===== src/rtl/public_axi_write_ctrl_ysyx_23060136_pkg.sv =====
// Shared definitions for the AXI write controller: write FSM states,
// AXI response/burst encodings and size helpers used by the alignment
// logic.
package DEFINES_ysyx_23060136;

    typedef enum logic [1:0] {
        IDLE = 2'd0,
        SEND = 2'd1,
        RESP = 2'd2,
        DONE = 2'd3
    } wstate_t;

    localparam logic [1:0] OKAY = 2'b00;
    localparam logic [1:0] INCR = 2'b01;

    // Byte-lane mask for an access of 2^size bytes starting at lane 0.
    function automatic logic [7:0] size_to_mask(input logic [2:0] size);
        case (size)
            3'd0:    size_to_mask = 8'h01;
            3'd1:    size_to_mask = 8'h03;
            3'd2:    size_to_mask = 8'h0F;
            3'd3:    size_to_mask = 8'hFF;
            default: size_to_mask = 8'h00;
        endcase
    endfunction

    // Low address bits that must be zero for a naturally aligned access.
    function automatic logic [2:0] size_to_align(input logic [2:0] size);
        case (size)
            3'd0:    size_to_align = 3'b000;
            3'd1:    size_to_align = 3'b001;
            3'd2:    size_to_align = 3'b011;
            3'd3:    size_to_align = 3'b111;
            default: size_to_align = 3'b000;
        endcase
    endfunction

endpackage


===== src/rtl/public_axi_write_ctrl_ysyx_23060136_align.sv =====
// Store alignment: places LSB-justified store data onto its byte lanes of
// the 64-bit bus, builds the matching strobe and flags stores that are
// misaligned or use an illegal size.
// Ports:
//   off      in   byte offset within the bus word (address bits [2:0])
//   size     in   log2 of access bytes
//   data_in  in   LSB-justified store data
//   data_out out  data shifted to its byte lanes
//   strb     out  write strobe
//   bad      out  illegal size or misaligned address
import DEFINES_ysyx_23060136::*;

module write_align_ysyx_23060136 #(
    parameter int DATA_W = 64
) (
    input  logic [2:0]          off,
    input  logic [2:0]          size,
    input  logic [DATA_W-1:0]   data_in,
    output logic [DATA_W-1:0]   data_out,
    output logic [DATA_W/8-1:0] strb,
    output logic                bad
);

    localparam int STRB_W = DATA_W / 8;

    logic [STRB_W-1:0] mask;

    assign mask     = STRB_W'(size_to_mask(size));
    assign data_out = data_in << {off, 3'b000};
    assign strb     = mask << off;
    assign bad      = (size > 3'd3) || ((off & size_to_align(size)) != 3'b000);

endmodule


===== src/rtl/public_axi_write_ctrl_ysyx_23060136.sv =====
// AXI4 write-channel sequencer for MEM-stage stores. Accepts one store at a
// time, issues single-beat AW and W transfers, waits for B and reports
// completion plus a sticky error flag back to MEM. Misaligned or
// illegal-size stores complete with an error and never reach the bus.
// Ports:
//   clk, rst            clock; asynchronous active-low reset
//   MEM_w*              store request (addr/data/size, valid/ready)
//   MEM_wdone_*         completion handshake back to MEM
//   WRITE_error         error status of the current store
//   WRITE_busy          high whenever a store is in progress
//   io_master_aw/w/b*   AXI4 master write channels
import DEFINES_ysyx_23060136::*;

module public_axi_write_ctrl_ysyx_23060136 #(
    parameter int ADDR_W = 32,
    parameter int DATA_W = 64,
    parameter int ID_W   = 4,
    parameter int AXI_ID = 0
) (
    input  logic                clk,
    input  logic                rst,
    input  logic [ADDR_W-1:0]   MEM_waddr,
    input  logic [DATA_W-1:0]   MEM_wdata,
    input  logic [2:0]          MEM_wsize,
    input  logic                MEM_wreq_valid,
    output logic                MEM_wreq_ready,
    output logic                MEM_wdone_valid,
    input  logic                MEM_wdone_ready,
    output logic                WRITE_error,
    output logic                WRITE_busy,
    input  logic                io_master_awready,
    output logic                io_master_awvalid,
    output logic [ADDR_W-1:0]   io_master_awaddr,
    output logic [ID_W-1:0]     io_master_awid,
    output logic [7:0]          io_master_awlen,
    output logic [2:0]          io_master_awsize,
    output logic [1:0]          io_master_awburst,
    input  logic                io_master_wready,
    output logic                io_master_wvalid,
    output logic [DATA_W-1:0]   io_master_wdata,
    output logic [DATA_W/8-1:0] io_master_wstrb,
    output logic                io_master_wlast,
    output logic                io_master_bready,
    input  logic                io_master_bvalid,
    input  logic [1:0]          io_master_bresp,
    input  logic [ID_W-1:0]     io_master_bid
);

    localparam logic [ID_W-1:0] ID = ID_W'(AXI_ID);

    wstate_t                state, state_next;
    logic                   aw_done, aw_done_next;
    logic                   w_done, w_done_next;
    logic                   err_next;
    logic                   accept;
    logic                   aw_ok, w_ok;
    // Keeps wreq_ready low while reset is held and for the first cycle after.
    logic                   run;
    logic [DATA_W-1:0]      al_data;
    logic [DATA_W/8-1:0]    al_strb;
    logic                   al_bad;

    write_align_ysyx_23060136 #(.DATA_W(DATA_W)) u_align (
        .off      (MEM_waddr[2:0]),
        .size     (MEM_wsize),
        .data_in  (MEM_wdata),
        .data_out (al_data),
        .strb     (al_strb),
        .bad      (al_bad)
    );

    assign MEM_wreq_ready    = run && (state == IDLE);
    assign MEM_wdone_valid   = (state == DONE);
    assign WRITE_busy        = (state != IDLE);
    assign io_master_awvalid = (state == SEND) && !aw_done;
    assign io_master_wvalid  = (state == SEND) && !w_done;
    assign io_master_wlast   = io_master_wvalid;
    assign io_master_bready  = (state == RESP);
    assign io_master_awid    = ID;
    assign io_master_awlen   = 8'd0;
    assign io_master_awburst = INCR;

    assign accept = MEM_wreq_valid && MEM_wreq_ready;
    // A channel counts as finished if it completed earlier or handshakes now.
    assign aw_ok  = aw_done || io_master_awready;
    assign w_ok   = w_done  || io_master_wready;

    always_comb begin
        state_next   = state;
        aw_done_next = aw_done;
        w_done_next  = w_done;
        err_next     = WRITE_error;
        case (state)
            IDLE: begin
                if (accept) begin
                    state_next = al_bad ? DONE : SEND;
                    err_next   = al_bad;
                end
            end
            SEND: begin
                if (aw_ok && w_ok) begin
                    state_next   = RESP;
                    aw_done_next = 1'b0;
                    w_done_next  = 1'b0;
                end else begin
                    aw_done_next = aw_ok;
                    w_done_next  = w_ok;
                end
            end
            RESP: begin
                if (io_master_bvalid) begin
                    state_next = DONE;
                    err_next   = (io_master_bresp != OKAY) || (io_master_bid != ID);
                end
            end
            DONE: begin
                if (MEM_wdone_ready) state_next = IDLE;
            end
            default: state_next = IDLE;
        endcase
    end

    always_ff @(posedge clk or negedge rst) begin
        if (!rst) begin
            state       <= IDLE;
            aw_done     <= 1'b0;
            w_done      <= 1'b0;
            WRITE_error <= 1'b0;
            run         <= 1'b0;
        end else begin
            state       <= state_next;
            aw_done     <= aw_done_next;
            w_done      <= w_done_next;
            WRITE_error <= err_next;
            run         <= 1'b1;
        end
    end

    always_ff @(posedge clk or negedge rst) begin
        if (!rst) begin
            io_master_awaddr <= '0;
            io_master_awsize <= '0;
            io_master_wdata  <= '0;
            io_master_wstrb  <= '0;
        end else if (accept) begin
            io_master_awaddr <= MEM_waddr;
            io_master_awsize <= MEM_wsize;
            io_master_wdata  <= al_data;
            io_master_wstrb  <= al_strb;
        end
    end

endmodule


===== config.mk =====
export PLATFORM = sky130hd
export DESIGN_NAME = public_axi_write_ctrl_ysyx_23060136
export DESIGN_NICKNAME = d
export VERILOG_FILES = /design/src/rtl/public_axi_write_ctrl_ysyx_23060136_pkg.sv /design/src/rtl/public_axi_write_ctrl_ysyx_23060136_align.sv /design/src/rtl/public_axi_write_ctrl_ysyx_23060136.sv
export SDC_FILE = /design/constraint.sdc
export NUM_CORES = 1
export LEC_CHECK = 0
export CAP_MARGIN = 40
export CORE_MARGIN = 3
export CORE_UTILIZATION = 31
export CTS_CLUSTER_SIZE = 14
export DETAILED_ROUTE_END_ITERATION = 6
export PLACE_DENSITY_LB_ADDON = 0.2
export SETUP_SLACK_MARGIN = 0.4
export SLEW_MARGIN = 30
export SYNTH_ARGS = -nofsm -noshare
export SYNTH_HDL_FRONTEND = slang
export SYNTH_SLANG_ARGS = --single-unit

===== constraint.sdc =====
create_clock -name clk -period 1.69 [get_ports clk]
set_input_delay 0.169 -clock clk [delete_from_list [all_inputs] [get_ports clk]]
set_output_delay 0.169 -clock clk [all_outputs]
set_load 0.005 [all_outputs]

== Word level (Yosys, flattened, before mapping) ==
Index checks and enable logic that the tools add are counted.
Storage, ports and cells
  logic and storage cells: 56
  bits of input ports: 112
  flip-flop bits (word level): 113
Operators by class
  shift operators: 2
  equality and inequality tests: 10
  muxes and demuxes: 13
  order comparisons: 1
  reductions and logical operators: 20
  bitwise gates (word level): 1
Operator list (number)
  64-bit by 6-bit left shift with 64-bit output: 1
  8-bit one-hot mux with 4 select lines: 1
  2-bit 2-to-1 mux: 5
  3-bit one-hot mux with 3 select lines: 1
  2-bit one-hot mux with 4 select lines: 1
  8-bit by 3-bit left shift with 8-bit output: 1
  3-bit by 2-bit equality test with 1-bit output (second input constant): 2
  2-bit by 1-bit != test with 1-bit output (second input constant): 3
  2-bit nonzero test: 3
  1-bit logical AND: 5
  2-bit equality test (second input constant): 2
  1-bit logical OR: 4
  1-bit 2-to-1 mux: 4
  4-bit AND reduction: 1
  4-bit nonzero test: 1
  3-bit bitwise AND: 1
  3-bit by 1-bit equality test with 1-bit output (second input constant): 1
  3-bit by 2-bit > comparator with 1-bit output (second input constant): 1
  3-bit logical NOT: 1
  3-bit AND reduction: 1
  3-bit nonzero test: 1
  2-bit by 1-bit equality test with 1-bit output (second input constant): 1
  1-bit logical NOT: 2
  2-bit logical NOT: 1
  2 further kinds: 2

== Logic depth before layout (Yosys ltp) ==
Gate-level depths: netlist (run 1).
  depth after elaboration: 8
  mapped depth: 7
  gate-level depth less buffers: 6

== Cells and area by module ==
From an unflattened synthesis (run 1), not the netlist that was laid out.
Unflattened totals
  cells, all modules: 542
  area, all modules: 6698.9 um^2
Modules (own cells, without submodules)
  public_axi_write_ctrl_ysyx_23060136: cells each 284, area an instance 4616.9 um^2, instances 1, sequential area each 2827.7 um^2
  write_align_ysyx_23060136: cells each 258, area an instance 2082.0 um^2, instances 1, sequential area each 0.0 um^2

== Worst setup path before layout (run 1) ==
OpenSTA, ideal clock, no wires.
  path type: reg2reg
  start: register state[0]
  end: register io_master_wdata[40]
  arrival time: 1.580 ns
  setup slack: -0.016 ns
  required time: 1.564 ns
  cell stages (with the launch flop): 8
  path buffers: 2
  clock period less this slack: 1.706 ns
  path through: dfrtp_1 > inv_1 > ha_1 > nand3_2 > buf_2 > clkbuf_1 > a221oi_1 > nor2_1
On the way
  cells in the longest elaborated chain, start to end: 3
Ends and longest elaborated chain
  start, declared: RTL line public_axi_write_ctrl_ysyx_23060136.sv:51  | wstate_t state, state_next;
  start signal, assigned: RTL line public_axi_write_ctrl_ysyx_23060136.sv:131  | state <= state_next;
  2-bit logical NOT: RTL line public_axi_write_ctrl_ysyx_23060136.sv:72  | assign MEM_wreq_ready = run && (state == IDLE);
  1-bit logical AND: RTL line public_axi_write_ctrl_ysyx_23060136.sv:72
  1-bit logical AND: RTL line public_axi_write_ctrl_ysyx_23060136.sv:83  | assign accept = MEM_wreq_valid && MEM_wreq_ready;
  end signal, assigned: RTL line public_axi_write_ctrl_ysyx_23060136.sv:148  | io_master_wdata <= al_data;
  end, declared: RTL line public_axi_write_ctrl_ysyx_23060136.sv:40  | output logic [DATA_W-1:0] io_master_wdata,
No other way between the ends.
A chain may end at the register's enable or synchronous reset.

== Final worst setup path (run 1) ==
  start: register state[1]
  end: register io_master_wdata[41]
The elaborated chain is that of the path after synthesis.

==> qor.yml, run 1 <==
worstSetupEndpointType: "flip-flop"
yosys_warning_count: 0
die_area_sq_mm: 0.02144
finClkSkew_ns: 0.007324
finish.utilization: 0.5446
area_growth_pct: 69.46
timing.max_cap.violations: 0
ios: 241
cts_num_sinks: 113
vias: 5975
drc_errors: 0
worstSetupStartpointType: "flip-flop"
synth_enable_flop_cells: 0
synth_top_flop_cell: "sky130_fd_sc_hd__dfrtp_1"
setup_viol: 0
most_frequent_standard_cell_in_the_layout_excluding_fill_and_tap_cells: "sky130_fd_sc_hd__nand2_1"
worst-path-max-fanout: 7
clock_insertion_delay_worst_skew_ns: 0.42
synthesis.instances: 617
die_height_um: 146.4
finalWeightedCongestion: 0.8790
drt_first_iter_violations: 271
worst_ep_required_time_ns: 1.99
synthDominantCellAreaShare: 0.4626
initial_core_util: 0.3214
worstHoldPathType: "in -> reg"
use_met3: 0.06269
post_drt_via_cell_ratio: 5.038
cts.root.buffer_cell: "sky130_fd_sc_hd__clkbuf_16"
synth.avg_cell_area_sq_um: 9.906
antenna_found_initial: 1
grt_pass1_wl_um: 34200
p_per_area_mw_per_mm2: 1406
worstSetupPathType: "reg -> reg"
clock_tree.buffer_depth: 2
num_antenna_cells: 0
cts_tree: "built"
max_freq_mhz: 596.9
placement.io_buffers: 226
design.final.nets: 1030
clkSlewWorstSetupHoldPaths_ns: 0.06
grt_max_degree: 50
synth_area_leader_cell: "sky130_fd_sc_hd__dfrtp_1"
core_region_area_sq_mm: 0.01902
synth_seq_cells: 113
cts_made_buffers: 17
async_flop_share: 1.000
final_cell_mix: "sky130_fd_sc_hd__nand2_1 (126), sky130_fd_sc_hd__dfrtp_1 (112), sky130_fd_sc_hd__clkdlybuf4s50_1 (107), sky130_fd_sc_hd__dlygate4sd2_1 (86), sky130_fd_sc_hd__buf_4 (58)"
peakVddDrop_v: 0.0008375
residual_overflow_from_global_routing: 0
critical_path_data_arrival_time_ns: 1.98
synth_area_leaders: "sky130_fd_sc_hd__dfrtp_1 (46%), sky130_fd_sc_hd__mux2i_1 (9.3%), sky130_fd_sc_hd__nand2_1 (8.5%)"
die_w_um: 146.4
hpwl_um: 15930
finalHoldViolations: 0
totalPowerFinal_uw: 14560
globalRoute.busiestLayer: "met2"
count_of_placed_standard_cells_including_taps: 1101
drtAntennaViolNets: 0
syn_area_sq_mm: 0.006112
outcome: "complete, no violations"
drt-pass1-iter-count: 5
synth_sequential_area_ratio: 0.4626
post-route-min-period_ns: 1.675
grt_use_total: 0.2045
cts_htree_levels: 4
number_of_global_route_vias_before_repair: 6193
layout_worst_path_cycle_share: 0.9913
floorplan.rows: 50
synthDistinctLibCells: 48
leakage_power_summed_over_all_cells_uw: 0.004943
post_route_cells_drive_above_1_share: 0.2397
instances_no_fill: 1186
globalRouteMet2Util: 0.3473
slew_viol_final: 0
grt_setup_unrepaired: "true"
wl_per_cell_um: 19.00
groute.layer.met1.usage: 0.2421
drt-total-wl_um: 22530
[layer usage]
| metal | part of all wire | routed length [um] |
|---|---|---|
| met1 | 0.40 | 8907 |
| met2 | 0.49 | 11100 |
| met3 | 0.079 | 1777 |
| met4 | 0.033 | 734 |
| met5 | 0.00058 | 13 |
[power by group]
group          switching (uW)  total [uW]  internal, uW
Combinational            2570        6080          3510
Sequential                788        4690          3910
Clock                    1310        3790          2480
[cell families after synthesis]
logic type / share of synthesized area
and+or+nand+nor: 0.1447
AOI/OAI and AO/OA: 0.1617
DFF: 0.4626
muxes: 0.1541
buffers and inverters: 0.06530
adders and majority gates: 0.01024
other: 0.001229
[worst max-delay path, stage by stage, from the launching register on]
cell and delay [ns]:
sky130_fd_sc_hd__dfrtp_1 0.39, sky130_fd_sc_hd__inv_2 0.11, sky130_fd_sc_hd__ha_4 0.15, sky130_fd_sc_hd__buf_6 0.13, sky130_fd_sc_hd__nand3_4 0.19, sky130_fd_sc_hd__buf_8 0.22, sky130_fd_sc_hd__buf_4 0.14, sky130_fd_sc_hd__a221oi_4 0.19
sky130_fd_sc_hd__nor2_1 0.06
[final cells by class]
class                           instances  area (sq um)
Clock buffer                           21         480.5
Inverter                                7         26.28
Tap cell                              260         325.3
Fill cell                            1715          8661
Sequential cell                       113          2829
Clock inverter                         11         152.6
Multi-Input combinational cell        449          3258
Timing Repair Buffer                  325          3286
[sequential cells by signal, summed over array words and instances, names as in the netlist]
| register | count |
|---|---|
| io_master_wdata | 64 |
| io_master_awaddr | 32 |
| io_master_wstrb | 8 |
| io_master_awsize | 3 |
| state | 2 |
| WRITE_error | 1 |
| aw_done | 1 |
| run | 1 |
| w_done | 1 |
[cells in the mapped netlist (2+ instances only)]
master / instances
sky130_fd_sc_hd__nand2_1: 139
sky130_fd_sc_hd__dfrtp_1: 113
sky130_fd_sc_hd__mux2i_1: 57
sky130_fd_sc_hd__nor2_1: 37
sky130_fd_sc_hd__o21ai_1: 30
sky130_fd_sc_hd__a22o_1: 27
sky130_fd_sc_hd__buf_4: 21
sky130_fd_sc_hd__a21oi_1: 20
sky130_fd_sc_hd__clkbuf_1: 20
sky130_fd_sc_hd__mux2_2: 14
sky130_fd_sc_hd__buf_2: 12
sky130_fd_sc_hd__nor2b_1: 12
sky130_fd_sc_hd__a22oi_1: 9
sky130_fd_sc_hd__nand2b_1: 9
sky130_fd_sc_hd__a2111o_1: 8
sky130_fd_sc_hd__a211oi_1: 8
sky130_fd_sc_hd__mux4_2: 8
sky130_fd_sc_hd__o211ai_1: 8
sky130_fd_sc_hd__a221oi_1: 7
sky130_fd_sc_hd__ha_1: 5
sky130_fd_sc_hd__inv_1: 5
sky130_fd_sc_hd__buf_1: 4
sky130_fd_sc_hd__buf_6: 4
sky130_fd_sc_hd__a211o_1: 3
sky130_fd_sc_hd__mux2_1: 3
sky130_fd_sc_hd__o21a_1: 3
sky130_fd_sc_hd__o21ai_0: 3
sky130_fd_sc_hd__o41ai_1: 3
sky130_fd_sc_hd__a21o_1: 2
sky130_fd_sc_hd__conb_1: 2
sky130_fd_sc_hd__inv_2: 2
sky130_fd_sc_hd__nor3_2: 2
sky130_fd_sc_hd__o22ai_1: 2
[timing repair]
item / 4_1_cts / 5_1_grt
resized for setup: 178 / 68
hold endpoints to repair: 30 / 0
setup endpoints to repair: 225 / 136
buffers inserted: 31 / 12
cloned: 7 / 2
pin swaps: 22 / 19
hold buffers: 1 / 0
[final timing paths]
kind	endpoint	from	depth (start not counted)	slack, ns
setup / recovery	io_master_wdata[41]	state[1]	8	0.01
hold / removal	io_master_wstrb[2]	MEM_waddr[2]	2	0.17
setup reg to reg	io_master_wdata[41]	state[1]	8	0.01
hold reg to reg	io_master_wstrb[3]	io_master_wstrb[3]	2	0.47
max in group asynchronous	io_master_wdata[23]	rst	3	0.84
min in group asynchronous	io_master_wdata[1]	rst	2	0.27
[through the flow]
stage	setup TNS (ns)	cell area [sq um]	setup WS, ns	hold slack, ns
CTS	0	10000	0.03618	0.1419
detailed placement	-0.007016	8926	-0.004764	0.1740
global route	-0.9493	10360	-0.05154	0.1856
finish	0	10360	0.01468	0.1748
floorplan	0	6324	0.2388	-0.1266
global placement	0	8926	0.02437	0.1690
Note: power is estimated with default switching activity, not from simulation.
==> run 2: changes to the inputs <==
- ABC_AREA: not set -> 1
- TNS_END_PERCENT: not set -> 30
==> run 2 against run 1 <==
Net effect: highest routed layer unchanged; count of clock-buffer cells in the layout down 3; critical path type unchanged; final cell count up 14%; sequential power down 4%; sequential share of layout area down 1.3 points; synthesized cell count up 33%.
==> qor.yml, run 2 <==
preCtsSetupSlack_ns: 0.05115
die_area_sq_mm: 0.02127
drc_errors: 0
synthDistinctLibCells: 27
number_of_global_route_vias_before_repair: 6266
most_frequent_standard_cell_in_the_layout_excluding_fill_and_tap_cells: "sky130_fd_sc_hd__nand2_1"
yosys_warning_count: 0
antenna_found_initial: 2
post_route_cells_drive_above_1_share: 0.2062
reported_net_switching_power_uw: 4703
grt_use_total: 0.2161
num_antenna_cells: 0
path_common_cell: "sky130_fd_sc_hd__buf_12"
largest_register: "io_master_wdata"
drt-total-wl_um: 23990
critical_path_data_arrival_time_ns: 1.96
synth.cells.most_frequent: "sky130_fd_sc_hd__nand2_1 (340), sky130_fd_sc_hd__nand3_1 (132), sky130_fd_sc_hd__dfrtp_1 (113), sky130_fd_sc_hd__o21ai_0 (48)"
grt_pass1_wl_um: 36030
fin_ws_ns: 0.02723
die_height_um: 145.9
core_region_area_sq_mm: 0.01896
leakage_power_summed_over_all_cells_uw: 0.006275
final_cell_mix: "sky130_fd_sc_hd__nand2_1 (331), sky130_fd_sc_hd__dfrtp_1 (113), sky130_fd_sc_hd__clkdlybuf4s50_1 (108), sky130_fd_sc_hd__dlymetal6s2s_1 (103), sky130_fd_sc_hd__nand3_1 (76)"
placement.io_buffers: 226
drtAntennaViolNets: 0
grt_max_degree: 50
slew_viol_final: 0
syn_area_sq_mm: 0.006063
synth_seq_cells: 113
maxSlewHeadroom: 0.6059
reg_top3: "io_master_wdata x64, io_master_awaddr x32, io_master_wstrb x8"
cts_tree: "built"
worstSetupEndpointType: "flip-flop"
p_int_uw: 9623
synth_top_flop_cell: "sky130_fd_sc_hd__dfrtp_1"
seq_power_share: 0.313
worst-path-max-fanout: 8
grt_setup_unrepaired: "true"
worstSetupStartpointType: "flip-flop"
timing.critical_path.slowest_cell_delay_ns: 0.36
wl_per_cell_um: 17.76
clkSlewWorstSetupHoldPaths_ns: 0.06
synth_area_leaders: "sky130_fd_sc_hd__dfrtp_1 (47%), sky130_fd_sc_hd__nand2_1 (21%), sky130_fd_sc_hd__nand3_1 (11%)"
clock_tree.buffer_depth: 2
post_drt_via_cell_ratio: 4.897
cts_made_buffers: 17
synth_area_leader_cell: "sky130_fd_sc_hd__dfrtp_1"
p_per_area_mw_per_mm2: 1318
design.final.nets: 1195
die_w_um: 145.9
power_frac_clock: 0.254
n_fill_cell: 1673
max_freq_mhz: 601.4
drt_first_iter_violations: 374
number_of_flip_flops_in_the_largest_register: 64
finalHoldViolations: 0
cts_htree_levels: 4
master_of_the_slowest_instance_on_the_critical_path: "sky130_fd_sc_hd__dfrtp_1"
initial_core_util: 0.3199
worstHoldPathType: "in -> reg"
vias: 6616
async_flop_share: 1.000
tightest_slew_ns: 0.5911
synth.avg_cell_area_sq_um: 7.403
cts.root.buffer_cell: "sky130_fd_sc_hd__clkbuf_16"
synth_enable_flop_cells: 0
post-synth-top-count-cell: "sky130_fd_sc_hd__nand2_1"
peakVddDrop_v: 0.0008080
hpwl_um: 15650
clock_insertion_delay_worst_skew_ns: 0.41
ios: 241
path_delay_family: "buffers and inverters"
outcome: "complete, no violations"
finClkSkew_ns: 0.004491
synthesis.instances: 819
layout_worst_path_cycle_share: 0.9839
floorplan.rows: 50
synthDominantCellAreaShare: 0.4664
timing.max_cap.violations: 0
worstSetupPathType: "reg -> reg"
timing.critical_path.cells: "inv_2 -> ha_4 -> buf_6 -> nand3_4 -> buf_12 -> nor2_4 -> buf_12 -> buf_12 -> buf_16 -> a22oi_2 -> nand2_1"
p_comb_frac: 0.432
drt-pass1-iter-count: 5
area_growth_pct: 79.32
finalWeightedCongestion: 0.8670
worstPathBufferInverterCount: 6
residual_overflow_from_global_routing: 0
setup_viol: 0
cts_num_sinks: 113
switching_share: 0.3283
worst_ep_required_time_ns: 1.98
finish.utilization: 0.5736
synth_sequential_area_ratio: 0.4664
post-route-min-period_ns: 1.663
-- run 2: cell types whose count changed in the layout (fill, tap and decap cells not counted), moves of 25 or more --
cell                             previous run  this run
sky130_fd_sc_hd__mux2i_1                   57         0
sky130_fd_sc_hd__dlygate4sd2_1             86         0
sky130_fd_sc_hd__nand3_2                    0        41
sky130_fd_sc_hd__dlymetal6s2s_1             0       103
sky130_fd_sc_hd__buf_4                     58        19
sky130_fd_sc_hd__o21ai_0                    2        41
sky130_fd_sc_hd__or2_2                      0        25
sky130_fd_sc_hd__nand3_1                    1        76
sky130_fd_sc_hd__nand2_1                  126       331
-- run 2: tightest hold or removal path, stage by stage --
cell                              delay (ns)
sky130_fd_sc_hd__clkdlybuf4s50_1        0.40
sky130_fd_sc_hd__nand2_1                0.06
sky130_fd_sc_hd__nand2_1                0.04
-- run 2: final timing paths --
check	endpoint	from	slack, ns	cells past startpoint
worst max-delay path	io_master_wdata[32]	state[0]	0.03	11
worst max register to register	io_master_wdata[32]	state[0]	0.03	11
worst min register to register	io_master_wdata[13]	io_master_wdata[13]	0.47	2
worst min-delay path	io_master_awaddr[24]	MEM_waddr[24]	0.29	3
max in group asynchronous	io_master_wdata[12]	rst	0.83	3
min in group asynchronous	w_done	rst	0.30	2
-- run 2: kinds of logic after synthesis --
family	after synthesis	synth area share
AND/OR/NAND/NOR	526	0.3673
flip-flops	113	0.4664
buffers and inverters	94	0.07718
AO/OA/AOI/OAI	79	0.07759
adder cells (fa/ha/maj)	5	0.01032
other	2	0.001239
-- run 2: area by class of cell --
class | count | area [sq um] | area share
clock buffers | 18 | 429.2 | 0.03947
clock inverters | 14 | 166.4 | 0.01531
inverters | 27 | 123.9 | 0.01139
multi-input cells | 625 | 3361 | 0.3091
flip-flops and latches | 113 | 2828 | 0.2601
well taps | 260 | 325.3 | 0.02992
repair buffers | 294 | 3640 | 0.3348
-- run 2: power groups by stage --
stage                     registers (uW)  clock network [uW]  logic [uW]
after floorplan                     4550                   0        1960
after global placement              4550                   0        5400
after detailed placement            4550                   0        5450
after CTS                           4530                3680        6050
after global routing                4630                3790        6760
final                               4490                3640        6200
-- run 2: repair_timing --
item                       CTS  global route
setup endpoints to repair  225           220
hold endpoints to repair    34             0
gates cloned                12             2
hold buffers                 1             0
setup buffers               22             4
pin swaps                   27            53
resized for setup           95           197
-- run 2: metal layers --
| metal | share of wire | GRT usage |
|---|---|---|
| met1 | 0.41 | 0.2798 |
| met2 | 0.48 | 0.3475 |
| met5 | 0.00096 | 0 |
| met4 | 0.019 | 0.05935 |
| met3 | 0.089 | 0.07163 |
-- run 2: through the flow --
stage	hold WS, ns	total power [uW]	area, sq um	TNS [ns]	cells
floorplan	-0.1266	6507	6160	0	832
finish	0.2911	14330	10870	0	1351
CTS	0.2822	14260	10150	0	1345
detailed placement	0.2069	9997	8723	0	1278
global placement	0.2036	9956	8723	0	1278
global route	0.3048	15180	10870	-0.7714	1351
==> run 3: changes to the inputs <==
- ABC_AREA: 1 -> 0
- HOLD_SLACK_MARGIN: not set -> 0.1
- SETUP_SLACK_MARGIN: 0.4 -> 0.05
==> run 3 against run 2 <==
Net effect: the flow now finishes with violations (negative setup slack); via count is 12% lower; clock skew up 0.0033 ns; non-clock buffer count grew 6; final area down 9.5%; global-route usage decreased by 0.71 points; setup slack worse by 0.053 ns; final cell count fell by 14%; critical path type unchanged; largest power group unchanged.
==> qor.yml, run 3 (same netlist as run 1, synthesis figures left out) <==
worst-path-max-fanout: 4
largest_register: "io_master_wdata"
cts_num_sinks: 113
worstSetupEndpointType: "flip-flop"
post-route-min-period_ns: 1.716
drt-pass1-iter-count: 5
seq_power_share: 0.332
most_frequent_standard_cell_in_the_layout_excluding_fill_and_tap_cells: "sky130_fd_sc_hd__clkdlybuf4s50_1"
power_frac_clock: 0.250
grt_pass1_wl_um: 35150
slew_viol_final: 0
number_of_flip_flops_in_the_largest_register: 64
finClkSkew_ns: 0.007814
post_drt_via_cell_ratio: 4.999
drtAntennaViolNets: 0
cts_htree_levels: 4
die_w_um: 146.4
tightest_slew_ns: 0.6691
antenna_found_initial: 2
instances_no_fill: 1160
p_per_area_mw_per_mm2: 1459
residual_overflow_from_global_routing: 0
ios: 241
wl_per_cell_um: 19.34
reported_net_switching_power_uw: 4466
timing.max_cap.violations: 0
clock_insertion_delay_worst_skew_ns: 0.42
cp-endpoint: "state[1]"
timing.reg2reg.worst_path_depth: 8
number_of_global_route_vias_before_repair: 6115
initial_core_util: 0.3214
count_of_placed_standard_cells_including_taps: 1117
drt_first_iter_violations: 272
setup_total_negative_slack_ns: -0.04756
die_height_um: 146.4
die_area_sq_mm: 0.02144
maxSlewHeadroom: 0.5535
worstHoldPathType: "in -> reg"
cts_tree: "built"
floorplan.rows: 50
reg2reg_setup_slack_ns: -0.03
reg_top3: "io_master_wdata x64, io_master_awaddr x32, io_master_wstrb x8"
drc_errors: 0
p_int_uw: 9885
finalHoldViolations: 0
grt_use_total: 0.2091
final_cell_mix: "sky130_fd_sc_hd__clkdlybuf4s50_1 (215), sky130_fd_sc_hd__nand2_1 (139), sky130_fd_sc_hd__dfrtp_1 (113), sky130_fd_sc_hd__mux2i_1 (57), sky130_fd_sc_hd__buf_4 (56)"
worstSetupPathType: "reg -> reg"
clock_tree.buffer_depth: 2
critical_path_data_arrival_time_ns: 2.00
area_growth_pct: 60.92
core_region_area_sq_mm: 0.01902
cts_made_buffers: 17
vias: 5799
p_comb_frac: 0.418
setup_viol: 3
leakage_power_summed_over_all_cells_uw: 0.004414
finalWeightedCongestion: 0.8671
post_route_cells_drive_above_1_share: 0.1804
cts.root.buffer_cell: "sky130_fd_sc_hd__clkbuf_16"
worst_ep_required_time_ns: 1.98
hpwl_um: 16790
clkSlewWorstSetupHoldPaths_ns: 0.05
rr_endpoint: "state[1]"
design.final.nets: 1004
max_freq_mhz: 582.7
violations: "negative setup slack"
critical_path.startpoint: "state[0]"
outcome: "finished, violations left"
switching_share: 0.3112
layout_worst_path_cycle_share: 1.015
grt_setup_unrepaired: "true"
whs_path_depth: 2
n_fill_cell: 1766
drt-total-wl_um: 22440
peakVddDrop_v: 0.0007747
fin_ws_ns: -0.02606
placement.io_buffers: 226
grt_max_degree: 110
worstSetupStartpointType: "flip-flop"
reg2reg_start: "state[0]"
==> run 3: metal layers <==
metal / vias up / part of all wire / global-route usage
met1: 2826 / 0.42 / 0.2746
met3: 32 / 0.077 / 0.06331
met2: 243 / 0.48 / 0.3329
li1: 2698 / - / -
met5: - / 0 / 0
met4: 0 / 0.022 / 0.06538
==> run 3: final cells by class <==
| type | instances | area (sq um) | share of cell area |
|---|---|---|---|
| multi-input cells | 448 | 3083 | 0.3134 |
| repair buffers | 300 | 2983 | 0.3033 |
| flip-flops and latches | 113 | 2828 | 0.2875 |
| clock buffers | 19 | 442.9 | 0.04503 |
| well taps | 260 | 325.3 | 0.03307 |
| clock inverters | 11 | 140.1 | 0.01425 |
| inverters | 7 | 28.78 | 0.002926 |
| diodes | 2 | 5.005 | 0.0005088 |
==> run 3: worst min path at each step <==
stage | endpoint | slack [ns] | startpoint
6_report | io_master_wstrb[2] | 0.18 | MEM_waddr[2]
3_5_place_dp | io_master_wdata[18] | -0.02 | rst
2_1_floorplan | WRITE_error | -0.13 | rst
4_1_cts | io_master_wstrb[2] | 0.16 | MEM_waddr[2]
3_3_place_gp | io_master_wdata[19] | -0.02 | rst
5_1_grt | io_master_wstrb[2] | 0.18 | MEM_waddr[2]
==> run 3: power by group through the flow <==
stage | Combinational (uW) | Sequential (uW) | Clock, uW
floorplan | 1950 | 4640 | 0
global placement | 5570 | 4760 | 0
detailed placement | 5680 | 4770 | 0
CTS | 5950 | 4760 | 3650
global route | 6540 | 4920 | 3770
finish | 6000 | 4770 | 3580
==> run 3: critical path: stages, from the launching register on <==
cell and delay [ns]:
sky130_fd_sc_hd__dfrtp_1 0.39, sky130_fd_sc_hd__buf_6 0.12, sky130_fd_sc_hd__inv_4 0.03, sky130_fd_sc_hd__buf_6 0.11, sky130_fd_sc_hd__ha_4 0.17, sky130_fd_sc_hd__buf_6 0.12, sky130_fd_sc_hd__a22o_1 0.19, sky130_fd_sc_hd__a221o_1 0.33
sky130_fd_sc_hd__mux2i_1 0.15
==> run 3: through the flow <==
stage | util | setup WS, ns | area [sq um] | hold WS [ns] | power [uW]
after detailed placement | 0.4722 | -0.01067 | 8981 | -0.01990 | 10450
after global placement | 0.4722 | 0.04727 | 8981 | -0.02228 | 10330
final | 0.5172 | -0.02606 | 9836 | 0.1810 | 14350
after floorplan | - | 0.07192 | 6171 | -0.1266 | 6591
after global routing | 0.5172 | -0.09081 | 9836 | 0.1840 | 15220
after CTS | 0.5105 | -0.01677 | 9708 | 0.1566 | 14350
==> run 3: what timing repair did <==
item                                   in CTS  in global routing
hold buffers                                2                  0
setup endpoints to repair                  44                 98
gates resized for setup                    36                 19
cloned                                      0                  1
endpoints found under the hold margin     113                  0
buffers inserted                            7                  1
pin swaps                                  20                  7
